$ cat src/rtl/mem_access_unit.sv
// mem_access_unit: RV32I load/store front end onto a word-wide memory.
// Sub-word stores use a two-cycle read-modify-write with a one-cycle stall.
module mem_access_unit (
  input  logic        clk,
  input  logic        rst,
  input  logic        req,
  input  logic        req_we,
  input  logic [2:0]  req_funct3,
  input  logic [31:0] req_addr,
  input  logic [31:0] req_wdata,
  output logic [31:0] rdata,
  output logic        stall,
  output logic        fault,
  output logic        fault_sticky,
  output logic [15:0] mem_a,
  output logic        mem_we,
  output logic [31:0] mem_wd,
  input  logic [31:0] mem_rd
);

  typedef enum logic {
    IDLE,
    MERGE
  } state_t;

  state_t      r_state;
  state_t      w_next;
  logic [31:0] r_old_word;
  logic        r_fault_sticky;

  logic        w_bad;
  logic        w_capture;
  logic [1:0]  w_lane;
  logic [7:0]  w_byte;
  logic [15:0] w_half;
  logic [31:0] w_load;
  logic [31:0] w_merge;

  assign mem_a        = req_addr[15:0];
  assign w_lane       = req_addr[1:0];
  assign fault_sticky = r_fault_sticky;

  always_comb begin
    w_bad = (req_addr[31:16] != 16'h0);
    unique case (req_funct3)
      3'b000, 3'b100: ;
      3'b001, 3'b101: if (req_addr[0]) w_bad = 1'b1;
      3'b010:         if (w_lane != 2'b00) w_bad = 1'b1;
      default:        w_bad = 1'b1;
    endcase
    // unsigned variants exist only for loads
    if (req_we && req_funct3[2]) w_bad = 1'b1;
  end

  always_comb begin
    w_byte = mem_rd[{w_lane, 3'b000} +: 8];
    w_half = req_addr[1] ? mem_rd[31:16] : mem_rd[15:0];
    unique case (req_funct3)
      3'b000:  w_load = {{24{w_byte[7]}}, w_byte};
      3'b100:  w_load = {24'h0, w_byte};
      3'b001:  w_load = {{16{w_half[15]}}, w_half};
      3'b101:  w_load = {16'h0, w_half};
      default: w_load = mem_rd;
    endcase
  end

  always_comb begin
    w_merge = r_old_word;
    if (req_funct3[0])
      w_merge[{req_addr[1], 4'b0000} +: 16] = req_wdata[15:0];
    else
      w_merge[{w_lane, 3'b000} +: 8] = req_wdata[7:0];
  end

  always_comb begin
    w_next    = r_state;
    w_capture = 1'b0;
    rdata     = 32'h0;
    stall     = 1'b0;
    fault     = 1'b0;
    mem_we    = 1'b0;
    mem_wd    = req_wdata;
    if (!rst) begin
      unique case (r_state)
        IDLE: begin
          if (req) begin
            if (w_bad) begin
              fault = 1'b1;
            end else if (!req_we) begin
              rdata = w_load;
            end else if (req_funct3 == 3'b010) begin
              mem_we = 1'b1;
            end else begin
              stall     = 1'b1;
              w_capture = 1'b1;
              w_next    = MERGE;
            end
          end
        end
        MERGE: begin
          w_next = IDLE;
          // dropped request aborts the merge without writing
          if (req) begin
            mem_we = 1'b1;
            mem_wd = w_merge;
          end
        end
      endcase
    end
  end

  always_ff @(posedge clk) begin
    if (rst) begin
      r_state        <= IDLE;
      r_old_word     <= 32'h0;
      r_fault_sticky <= 1'b0;
    end else begin
      r_state <= w_next;
      if (w_capture) r_old_word <= mem_rd;
      if (fault) r_fault_sticky <= 1'b1;
    end
  end

endmodule

$ cat config.mk
export PLATFORM = sky130hd
export DESIGN_NAME = mem_access_unit
export DESIGN_NICKNAME = d
export VERILOG_FILES = /design/src/rtl/mem_access_unit.sv
export SDC_FILE = /design/constraint.sdc
export NUM_CORES = 1
export LEC_CHECK = 0
export CAP_MARGIN = 20
export CORE_MARGIN = 2
export CORE_UTILIZATION = 39
export DETAILED_ROUTE_END_ITERATION = 16
export GPL_TIMING_DRIVEN = 1
export HOLD_SLACK_MARGIN = 0.06
export PLACE_DENSITY = 0.81
export SLEW_MARGIN = 20
export SYNTH_ARGS = -nofsm -noshare
export SYNTH_HDL_FRONTEND = slang
export SYNTH_SLANG_ARGS = --single-unit
$ cat constraint.sdc
create_clock -name clk -period 3.75 [get_ports clk]
set_input_delay 0.75 -clock clk [delete_from_list [all_inputs] [get_ports clk]]
set_output_delay 0.75 -clock clk [all_outputs]
set_load 0.02 [all_outputs]
==> impl_metrics.toml, run 1 <==
[run_status]
status = "complete, but fails checks"
violations = "negative setup slack"

[timing]
period_share_pct = 100.8
worst_pin_slew_ps = 1040
worst_clock_skew_ps = 5.155
setup_tns_ps = -29.11
fin_ws_ps = -29.11
setup_violations = 1
hold_viol = 0
period_needed_ps = 3779
slew_headroom_pct = 30.64
fmax_mhz = 264.6
drv_slew = 0
rsz0062_at_grt = "yes"

[detailed_routing]
wire_per_inst_um = 19.50
ant_nets = 0
dr.pass1.iters = 6
wl_um = 13860
vias_per_cell = 6.148
vias = 4371
first_iter_violations = 285
route.detailed.drc = 0

[synth]
synth_area_leader_cell = "dfxtp_1"
yosys.area_share.simple_pct = 25.03
yosysUniqueCellTypes = 44
yosysSeqAreaShare_pct = 21.04
synth_top_area_share_pct = 21.04
synth.avg_cell_area_um2 = 7.220
ys_async_sr_fraction_pct = 0
synthFlopType = "dfxtp_1"
ys_warn_count = 0
synth_top_family_by_area = "compound AO/OA/AOI/OAI gates"
synth_area_um2 = 3234
synth_compound_area_share_pct = 34.35
synth_cells = 448
synth_area_leaders = "dfxtp_1, o31ai_1, a21oi_1, nand4_1, mux2i_1"
synth_most_common_cell = "a21oi_1"
synth_fa_ha_area_share_pct = 1.934
synth-edff-count = 0
synthMuxAreaShare_pct = 6.228
synthXorXnorAreaFrac_pct = 0
synth_nets = 556
synthTopCellsByCount = "a21oi_1, clkbuf_1, nand2_1, dfxtp_1, nand4_1"
ys_ff_latch = 34

[die]
io_pins = 187
fp.dieArea_um2 = 9037
fp.dieW_um = 95.07
die_h_um = 95.07
core_area_um2 = 8134
start_util_pct = 39.76
rows = 33

[critical_path]
path_class = "in2out"
startpoint_type = "input port"
path_max_fanout = 30
path_cells = "dlygate4sd2_1 -> buf_6 -> ha_1 -> nor4bb_1 -> buf_4 -> a221oi_1 -> a211oi_1 -> a21o_1 -> clkdlybuf4s50_1"
r2r_slack_ps = 1730
required_ps = 3000
cp.arrival_ps = 3030
critPathMaxStageDelay_ps = 590
ff2ff_path_depth = 4
cp_top_family = "buffers and inverters"
r2r-end = "r_old_word[25]"
cp.depth = 9
cp_slowest_cell = "clkdlybuf4s50_1"
r2r-start = "r_state"
crit_buf_inv = 4
worstSetupEndpointType = "output pin"

[min_path]
hold_class = "reg2reg"
hold_depth = 2
worstHoldStart = "fault_sticky"
holdPathEnd = "fault_sticky"

[global_route]
grt_antenna_before_repair = 0
grt_pass1_wl_um = 20630
grt_max_degree = 41
grt_pass1_vias = 4008
grt-ovfl-total = 0
grt_use_total_pct = 29.03

[clock_tree]
cts.sinks = 34
root_buffer = "clkbuf_8"
numCtsBuffers = 5
cts_buffer_depth = 2
clock_latency_ps = 280
cts_hold_buf = 0
htreeDepth = 2
cts_tree = "yes"
clk_pin_slew_ps = 60

[layout]
num-fill-cells = 713
regArea_um2 = 680.7
layout-drive-gt1-share_pct = 22.77
antenna_cells = 0
multi_input_area_um2 = 2333
area_growth_syn_to_layout_pct = 62.36
layout.cells.non_filler = 711
fin_nets = 713
final_util_pct = 64.56
design_area_um2 = 5251

[job]
drv_cap = 0

[placed_design]
place_inst = 696
dpl-instance-area_um2 = 5115
place_congestion = 0.9071
port_buffers = 158
dp_hpwl_um = 10320

[power_and_ir_drop]
leakage_nw = 2.149
power_density_nw_per_um2 = 191.5
finalPower_w = 0.001006
max-vdd-ir-drop_mv = 0.1377
## worst max path at each step
stage,from,to
final,req_addr[1],mem_wd[29]
after global routing,req_addr[1],mem_wd[29]
after CTS,req_addr[1],mem_wd[29]
after detailed placement,req_addr[18],rdata[17]
after global placement,req_addr[18],rdata[16]
after floorplan,req_addr[1],rdata[16]
## power breakdown
| group | internal (W) | switching (W) |
|---|---|---|
| clock | 0.000148 | 0.000128 |
| sequential | 0.000362 | 0.000000379 |
| combinational | 0.000184 | 0.000184 |
| total | 0.000694 | 0.000312 |
## registers in the layout, indices dropped and copies added, names as in the netlist
register      cells
r_state           1
r_old_word       32
fault_sticky      1
## metrics by stage
| stage | worst slack, ps | hold WS (ps) |
|---|---|---|
| global placement | -592.8 | 450.6 |
| CTS | 2.370 | 458.2 |
| global route | -187.3 | 479.1 |
| detailed placement | -663.2 | 448.5 |
| floorplan | -148.5 | 443.7 |
| finish | -29.11 | 452.3 |
## final cells by class
type | instances | area share, %
clock buffers | 7 | 1.644
clock inverters | 1 | 0.09531
inverters | 8 | 0.5718
multi-input cells | 340 | 44.44
flip-flops and latches | 34 | 12.96
well taps | 105 | 2.502
repair buffers | 216 | 37.79
## layer usage
layer	wire, um	track usage, %
met5	0	0
met1	5447	36.21
met3	1139	4.111
met2	6912	51.76
met4	361	8.333
## what timing repair did
action	in CTS	in global routing
gates resized for setup	176	23
endpoints found under the setup margin	66	44
buffers inserted	5	1
cloned	1	0
hold endpoints to repair	0	0
pin swaps	6	6
## cells in the final DEF, fill, tap and decap left out, types with 9 or more instances in the layout
cell,n
nand2_1,36
dlygate4sd2_1,17
a21oi_1,38
nor2_1,24
dlymetal6s2s_1,10
o21ai_0,25
nor3_1,9
a22oi_1,17
nand4_1,33
mux2i_1,19
dfxtp_1,34
nor3_2,11
clkdlybuf4s50_1,96
a21o_1,10
o31ai_1,32
buf_2,22
buf_4,55
## cell families (layout without fill, tap and decap cells)
logic type	count (synthesis)	in the layout
AOI/OAI and AO/OA	168	168
and+or+nand+nor	147	147
buffers and inverters	74	232
DFF	34	34
muxes	20	20
adders and majority gates	5	5
## worst min-delay path, cell delays in order, from the launching register on
cell	delay, ps
dfxtp_1	310
inv_1	50
a21oi_1	50
(Power assumes the default switching activity.)
==> run 2: changes to the inputs <==
Settings changed: SETUP_SLACK_MARGIN from default to 0.15.
==> run 2 against run 1 <==
  * The flow now finishes without violations
  * Sequential share of layout area shrank 0.52 points
  * Die area is the same
  * Routed wire length grew 1.4%
  * Cell area grew 4.1%
  * Setup slack gained 190 ps
  * Register-to-register slack lost 40 ps
  * Non-clock buffer count grew 3
  * Clock power grew 3%
  * Largest cell class unchanged
  * Largest power group unchanged
==> impl_metrics.toml, run 2 (synthesis results as in run 1) <==
[critical_path]
critPathMaxStageDelay_ps = 650
startpoint_type = "input port"
cp.arrival_ps = 2840
ff2ff_path_depth = 4
path_cells = "clkdlybuf4s50_1 -> nor4_2 -> nand4_1 -> or4_4 -> buf_12 -> a31oi_2 -> buf_4"
r2r-start = "r_state"
cp_slowest_cell = "or4_4"
cp_top_family = "simple AND/OR/NAND/NOR gates"
path_max_fanout = 6
required_ps = 3000
path_class = "in2out"
crit_buf_inv = 3
r2r-end = "r_old_word[3]"
worstSetupEndpointType = "output pin"
r2r_slack_ps = 1690

[die]
core_area_um2 = 8134
fp.dieW_um = 95.07
rows = 33
die_h_um = 95.07
io_pins = 187
fp.dieArea_um2 = 9037
start_util_pct = 39.76

[layout]
antenna_cells = 0
fin_nets = 716
layout_common_cells = "clkdlybuf4s50_1, buf_4, a21oi_1, nand2_1, dfxtp_1"
mostFrequentLayoutCell = "clkdlybuf4s50_1"
regMostFlops = "r_old_word"
num-fill-cells = 710
layout-drive-gt1-share_pct = 25.29
layout.cells.non_filler = 714
final_util_pct = 67.24
area_growth_syn_to_layout_pct = 69.09
largest_reg_flops = 32

[clock_tree]
cts_tree = "yes"
htreeDepth = 2
root_buffer = "clkbuf_8"
cts_buffer_depth = 2
clock_latency_ps = 290
numCtsBuffers = 5
clk_pin_slew_ps = 70
cts.sinks = 34

[detailed_routing]
ant_nets = 0
wl_um = 14060
vias_per_cell = 6.146
dr.pass1.iters = 5
route.detailed.drc = 0
wire_per_inst_um = 19.69
wl_met3_um = 1104
vias = 4388
met1Wirelength_um = 5464
first_iter_violations = 316
highest_layer = "met4"
met2_length_um = 7029

[placed_design]
pre_cts_slack_ps = -572.0
dp_hpwl_um = 10560
place_congestion = 0.8855
port_buffers = 158
place_inst = 701

[timing]
rsz0062_at_grt = "yes"
drv_slew = 0
fmax_mhz = 278.4
slew_headroom_pct = 32.04
worst_pin_slew_ps = 1019
worst_clock_skew_ps = 5.464
whs_ps = 456.9
fin_ws_ps = 157.6
setup_tns_ps = 0
hold_viol = 0
period_needed_ps = 3592
period_share_pct = 95.80
setup_violations = 0

[min_path]
hold_class = "reg2reg"
worstHoldStart = "fault_sticky"
holdPathEnd = "fault_sticky"
hold_depth = 2

[global_route]
grt-ovfl-total = 0
grt_max_degree = 41
grt_pass1_wl_um = 21060
grt_pass1_vias = 4247
grt_use_total_pct = 29.86
grt_antenna_before_repair = 0

[run_status]
status = "completed"

[power_and_ir_drop]
power_density_nw_per_um2 = 187.6
leakage_nw = 2.172
max-vdd-ir-drop_mv = 0.1447

[job]
drv_cap = 0
## run 2: cell count changes in the layout (fill, tap and decap cells not counted), moves of 3 or more
cell	delta
nor3_4	+13
clkdlybuf4s50_1	-15
dlymetal6s2s_1	-6
nor3_2	-10
nor3_1	-3
buf_4	+9
clkbuf_2	+3
dlygate4sd2_1	+15
buf_6	+7
buf_2	-13
## run 2: worst min-delay path, delay by kind of cell, from the launching register on
| kind | cells | cell delay (ps) |
|---|---|---|
| compound gates | 1 | 50 |
| flops | 1 | 310 |
| buf+inv | 1 | 50 |
## run 2: what timing repair did
item	4_1_cts	5_1_grt
resized for setup	216	27
hold endpoints to repair	0	0
hold buffers	0	0
endpoints found under the setup margin	67	47
gates cloned	2	1
pin swaps	10	13
buffers inserted	1	1
## run 2: area by class of cell
cell class	count	area [um2]	area share, %
repair buffers	219	2048	37.45
clock inverters	1	5.005	0.09151
multi-input cells	340	2487	45.48
clock buffers	7	86.33	1.579
inverters	8	30.03	0.5491
flip-flops and latches	34	680.7	12.45
well taps	105	131.4	2.402
## run 2: per-layer routing
layer  GRT usage [%]  vias up
met2           52.76      235
met3           5.296       50
met4           11.47        0
met5               0        -
met1           35.85     2077
li1                -     2026
## run 2: worst max-delay path by stage
stage | startpoint | to | slack (ps) | cells after the start
4_1_cts | req_addr[21] | rdata[8] | 80 | 7
3_5_place_dp | req_addr[18] | rdata[27] | -570 | 7
5_1_grt | req_addr[26] | rdata[20] | 70 | 7
6_report | req_addr[26] | rdata[12] | 160 | 7
2_1_floorplan | req_addr[1] | rdata[0] | 150 | 10
3_3_place_gp | req_addr[18] | rdata[31] | -530 | 7
## run 2: metrics by stage
stage,total power [W],cell area [um2]
2_1_floorplan,0.0005543,3462
3_3_place_gp,0.0007475,5318
3_5_place_dp,0.0007526,5318
4_1_cts,0.001020,5408
5_1_grt,0.001059,5469
6_report,0.001026,5469
## run 2: power by group
part	internal [W]	switching, W	leakage [nW]
Combinational	0.000181	0.000199	1.85
Clock	0.000148	0.000136	0.0482
Sequential	0.000362	0.000000386	0.274
